$ cat config.mk
export PLATFORM = sky130hd
export DESIGN_NAME = fd_reg
export DESIGN_NICKNAME = d
export VERILOG_FILES = /design/src/rtl/fd_reg.sv
export SDC_FILE = /design/constraint.sdc
export NUM_CORES = 1
export LEC_CHECK = 0
export CORE_MARGIN = 10
export CORE_UTILIZATION = 38
export DETAILED_ROUTE_END_ITERATION = 10
export GPL_ROUTABILITY_DRIVEN = 0
export PLACE_DENSITY = 0.81
export REMOVE_ABC_BUFFERS = 1
export SETUP_SLACK_MARGIN = 0.3
export SYNTH_ARGS = -nofsm -noshare
export SYNTH_HDL_FRONTEND = slang
export SYNTH_SLANG_ARGS = --single-unit
$ cat constraint.sdc
create_clock -name clk -period 1.27 [get_ports clk]
set_clock_uncertainty 0.2 [all_clocks]
set_input_delay 0.254 -clock clk [delete_from_list [all_inputs] [get_ports clk]]
set_output_delay 0.254 -clock clk [all_outputs]
set_load 0.005 [all_outputs]
$ cat src/rtl/fd_reg.sv
// fd_reg: F/D pipeline register with AdEL check, stall/flush/Req handling.
// Optional stall counter enabled by `define FD_STALL_CNT_EN.
//
// Ports:
//   clk        rising-edge clock
//   reset      async active-low reset
//   en         0 = stall (hold outputs)
//   flush      load a bubble carrying PC_F
//   Req        CP0 exception/interrupt: bubble at HANDLER_PC
//   PC_F       fetch PC
//   Instr_F    fetched instruction word
//   BD_F       fetched instruction is in a delay slot
//   PC_D       registered PC
//   Instr_D    registered instruction (0 = nop)
//   ExcCode_D  pending exception code (0 = none)
//   BD_D       registered delay-slot flag
//   valid_D    1 = real instruction, 0 = bubble
//   stall_cnt  saturating stall-cycle counter (0 when feature off)
module fd_reg #(
  parameter logic [31:0] TEXT_BASE  = 32'h0000_3000,
  parameter logic [31:0] TEXT_END   = 32'h0000_6FFC,
  parameter logic [31:0] HANDLER_PC = 32'h0000_4180,
  parameter logic [4:0]  EXC_ADEL   = 5'd4
) (
  input  logic        clk,
  input  logic        reset,
  input  logic        en,
  input  logic        flush,
  input  logic        Req,
  input  logic [31:0] PC_F,
  input  logic [31:0] Instr_F,
  input  logic        BD_F,
  output logic [31:0] PC_D,
  output logic [31:0] Instr_D,
  output logic [4:0]  ExcCode_D,
  output logic        BD_D,
  output logic        valid_D,
  output logic [31:0] stall_cnt
);

  logic adel;

  // Misaligned or outside the text segment (unsigned compares).
  assign adel = (PC_F[1:0] != 2'b00)
             || (PC_F < TEXT_BASE)
             || (PC_F > TEXT_END);

  always_ff @(posedge clk or negedge reset) begin
    if (!reset) begin
      PC_D      <= TEXT_BASE;
      Instr_D   <= 32'h0;
      ExcCode_D <= 5'd0;
      BD_D      <= 1'b0;
      valid_D   <= 1'b0;
    end else if (Req) begin
      PC_D      <= HANDLER_PC;
      Instr_D   <= 32'h0;
      ExcCode_D <= 5'd0;
      BD_D      <= 1'b0;
      valid_D   <= 1'b0;
    end else if (!en) begin
      // Stall wins over flush; a flush seen here is dropped.
      PC_D      <= PC_D;
      Instr_D   <= Instr_D;
      ExcCode_D <= ExcCode_D;
      BD_D      <= BD_D;
      valid_D   <= valid_D;
    end else if (flush) begin
      PC_D      <= PC_F;
      Instr_D   <= 32'h0;
      ExcCode_D <= 5'd0;
      BD_D      <= 1'b0;
      valid_D   <= 1'b0;
    end else begin
      PC_D      <= PC_F;
      BD_D      <= BD_F;
      // A faulting fetch stays valid so the exception reaches M,
      // but its word is replaced by a nop and never decoded.
      valid_D   <= 1'b1;
      if (adel) begin
        Instr_D   <= 32'h0;
        ExcCode_D <= EXC_ADEL;
      end else begin
        Instr_D   <= Instr_F;
        ExcCode_D <= 5'd0;
      end
    end
  end

`ifdef FD_STALL_CNT_EN
  logic [31:0] cnt;

  always_ff @(posedge clk or negedge reset) begin
    if (!reset) begin
      cnt <= 32'h0;
    end else if (!Req && !en && (cnt != 32'hFFFF_FFFF)) begin
      cnt <= cnt + 32'd1;
    end
  end

  assign stall_cnt = cnt;
`else
  assign stall_cnt = 32'h0;
`endif

endmodule

# Word level (Yosys, flattened, before mapping)
# Cells that the tools add are included.
[totals] input_bits=70 out_inout_bits=103 wordCells=27 ff_bits=71
[op_classes] order_cmp=2 n_reduce_logical=4 n_mux=16
[op_table] cell="two-way mux 32 bit" count=6
[op_table] cell="greater-than comparator 32 x 15 -> 1 bit, second input constant" count=1
[op_table] cell="less-than comparator 32 x 14 -> 1 bit, second input constant" count=1
[op_table] cell="two-way mux 5 bit" count=2
[op_table] cell="two-way mux 1 bit" count=6
[op_table] cell="two-way mux 3 bit" count=2
[op_table] cell="nonzero test 2 bit" count=2
[op_table] cell="logical OR 1 bit" count=2

# Longest topological paths before layout
[depth] depth_word=7 mapped_depth=6

# Worst setup path before layout
# Ideal clock, no wire load.
[synth_timing] kind="in2reg" startpoint="input PC_F[0]" endpoint="register Instr_D[2]" path_stages=5 n_path_buf=1 arrival_ns=1.325 slack_ns=-0.320 path_cell_list="nor4_2 nand2_2 nor4_4 buf_6 a22o_1"
[synth_via] elab_chain_len=7
[synth_lines] element="start, declared" line_no="30" source="input logic [31:0] PC_F,"
[synth_lines] element="less-than comparator 32 x 14 -> 1 bit or nonzero test 2 bit (tied branches)" line_no="45, 44"
[synth_lines] element="logical OR 1 bit" line_no="45" source="|| (PC_F < TEXT_BASE)"
[synth_lines] element="logical OR 1 bit (*)" line_no="46" source="|| (PC_F > TEXT_END);"
[synth_lines] element="two-way mux 32 bit (*)" line_no="80" source="if (adel) begin"
[synth_lines] element="two-way mux 32 bit (*)" line_no="68" source="end else if (flush) begin"
[synth_lines] element="two-way mux 32 bit (*)" line_no="61" source="end else if (!en) begin"
[synth_lines] element="two-way mux 32 bit (*)" line_no="55" source="end else if (Req) begin"
[synth_lines] element="end signal, assigned" line_no="64" source="Instr_D <= Instr_D;"
[synth_lines] element="end signal, assigned" line_no="84" source="Instr_D <= Instr_F;"
[synth_lines] element="end, declared" line_no="34" source="output logic [31:0] Instr_D,"
# Every way passes the cells marked *; elsewhere a longest branch is shown, timed or not. The select of a mux whose other input is x is not followed.
# A chain may end at the register's enable or synchronous reset.

# Final worst setup path
[layout_timing] startpoint="input PC_F[13]" endpoint="register Instr_D[6]"
[layout_via] elab_chain_len=7
[layout_lines] element="less-than comparator 32 x 14 -> 1 bit" line_no="45"
[layout_lines] element="logical OR 1 bit" line_no="45"
[layout_lines] element="logical OR 1 bit (*)" line_no="46"
[layout_lines] element="two-way mux 32 bit (*)" line_no="80"
[layout_lines] element="two-way mux 32 bit (*)" line_no="68"
[layout_lines] element="two-way mux 32 bit (*)" line_no="61"
[layout_lines] element="two-way mux 32 bit (*)" line_no="55"
# Marks and branches as above.

==> flow_summary.json <==
{
  "antenna_found_initial": 0,
  "holdWs_ns": -0.288,
  "final_hold_viol_count": 72,
  "setup_ws_ns": -0.254,
  "status": "finished with violations",
  "critPathLaunchType": "input port",
  "coreArea_um2": 7330,
  "synth_flop_cell": "dfrtp_1",
  "max_cap_viol_count": 0,
  "grt_pass1_vias": 2685,
  "cts_buffers": 9,
  "clk_pin_slew_ns": 0.07,
  "cp_data_arrival_time_ns": 1.55,
  "grt_util_all_layers": 0.156,
  "r2r_end": "Instr_D[14]",
  "drt_wl_total_um": 9650,
  "hp-class": "input port to async pin",
  "design.die.area_um2": 11600,
  "synth_top_area_frac": 0.559,
  "ios": 173,
  "rsz0062_at_grt": "yes",
  "reg2reg_from": "Instr_D[14]",
  "num_vias": 2507,
  "cp.required_ns": 1.29,
  "vias_per_cell": 4.61,
  "synth-seq-area-share": 0.577,
  "nNetsFinal": 510,
  "drc": 0,
  "n_antenna_cell": 0,
  "async_flop_share": 1.00,
  "die_h_um": 108,
  "crit_path_start": "PC_F[13]",
  "setup_violations": 100,
  "violations": "hold timing, setup timing",
  "synth_edf_count": 0,
  "grt_start_max_net_pins": 68,
  "ys_top_cells_by_area": "dfrtp_1 56%, mux2i_1 10%, a22o_1 9.6%, buf_4 9.3%, nor2_1 4.0%",
  "post-route-min-period_ns": 1.52,
  "fmax_ghz": 0.656,
  "period_share": 1.20,
  "place_ws_ns": -0.893,
  "wire_per_inst_um": 17.7,
  "cts_buffer_depth": 2,
  "cts.sinks": 67,
  "drtIter0Drc": 40,
  "portBuffers": 136,
  "synth_area_leader_cell": "dfrtp_1",
  "critPathCaptureType": "register",
  "yosys_warnings": 0,
  "drive_gt1_frac": 0.447,
  "grt_pass1_wl_um": 14300,
  "reg2reg_depth": 4,
  "crit_fanout": 8,
  "cts_root_buf": "clkbuf_8",
  "synth_area_um2": 2910,
  "dp_hpwl_um": 6750,
  "ir_drop_uv": 430,
  "placementRows": 31,
  "overflow": 0,
  "worst-r2r-setup-slack_ns": 0.04,
  "ys_top_cells_by_count": "65 x dfrtp_1, 36 x buf_4, 32 x a22o_1",
  "cts_tree": "done",
  "critical_path_class": "input port to register",
  "clock_latency_ns": 0.34,
  "num-fill-cells": 578,
  "start_util": 0.397,
  "powerDensity_nw_per_um2": 973,
  "leakage_nw": 2.62,
  "die_w_um": 108,
  "slew_violations": 0,
  "area_delta_synth_final_pct": 67.2,
  "synth.avg_cell_area_um2": 12.5,
  "synthMostInstantiatedCell": "dfrtp_1",
  "htree_levels": 3,
  "postRouteAntennaNets": 0,
  "synth_cell_type_count": 23,
  "drtPass1Iterations": 4,
  "syn_inst": 232,
  "synth_seq_cells": 67
}
[critical path, stage by stage]
cell and delay, ns:
buf_6 0.10, and3b_1 0.17, o211ai_1 0.37, nor4_4 0.06
buf_4 0.17, buf_6 0.11, buf_6 0.12, a22o_1 0.20
[cells by family after synthesis]
group	synth area share
muxes	0.0997
other	0.00129
and+or+nand+nor	0.0847
buffers and inverters	0.120
DFF	0.577
AOI/OAI and AO/OA	0.117
[layer usage]
metal	up-vias	global-route usage	part of all wire
li1	1164	-	-
met3	9	0.0671	0.11
met2	127	0.254	0.48
met4	0	0.0544	0.010
met1	1207	0.179	0.40
met5	-	0	0
[per-stage QoR]
stage                     area [um2]  TNS (ns)  power (mW)  cells   util
after global routing            4870    -12.08        4.95    544  0.664
after global placement          4420    -42.24        2.94    479  0.603
after floorplan                 2690    -27.26        2.42    217      -
after CTS                       4620     -8.81        4.70    526  0.630
final                           4870     -7.73        4.74    544  0.664
after detailed placement        4420    -42.03        2.96    479  0.603
[placed cells by master, fill, tap and decap left out, types with 2 or more instances in the layout]
cell type and instances:
a22o_1 32, nand2_2 2, buf_2 74, conb_1 36, buf_6 29, buf_12 5, nor2_1 28, mux2i_1 25
clkinv_2 3, a211o_1 3, buf_8 3, buf_16 2, nor2_2 2, clkdlybuf4s15_1 2, dfrtp_1 65, nand2_1 2
clkbuf_8 10, buf_4 47, nor4_4 4, nor2b_1 3, dfstp_2 2, clkbuf_2 2, mux2i_2 4, clkdlybuf4s50_1 43
[report_power, final]
part | leakage (nW) | total (mW) | internal [mW] | switching (mW)
sequential | 0.897 | 2.24 | 2.20 | 0.0361
combinational | 1.62 | 0.764 | 0.447 | 0.317
clock | 0.0991 | 1.74 | 0.951 | 0.788
total | 2.62 | 4.74 | 3.60 | 1.14
[worst max-delay path by stage]
stage,to,slack [ns],cells after the start
after global placement,Instr_D[28],-0.90,6
after detailed placement,Instr_D[26],-0.89,6
after floorplan,Instr_D[0],-0.80,4
after CTS,Instr_D[0],-0.21,8
after global routing,Instr_D[6],-0.29,8
final,Instr_D[6],-0.25,8
[layout make-up]
class	instances	area, um2	share of cell area
sequential	67	1680	0.345
multi-input combinational	150	1070	0.221
clock buffer	11	141	0.0290
clock inverter	5	52.6	0.0108
tap	99	124	0.0254
timing repair buffer	212	1800	0.369
[state kept, by name (all words and copies together) (netlist names)]
| name | cells |
|---|---|
| PC_D | 32 |
| ExcCode_D | 1 |
| valid_D | 1 |
| BD_D | 1 |
| Instr_D | 32 |
[repair_timing]
| item | 4_1_cts | 5_1_grt |
|---|---|---|
| gates cloned | 4 | 1 |
| endpoints found under the hold margin | 74 | 70 |
| setup buffers | 27 | 17 |
| gates resized for setup | 379 | 31 |
| endpoints found under the setup margin | 133 | 127 |
| pin swaps | 24 | 19 |
Power figures use the tool's default switching activity.
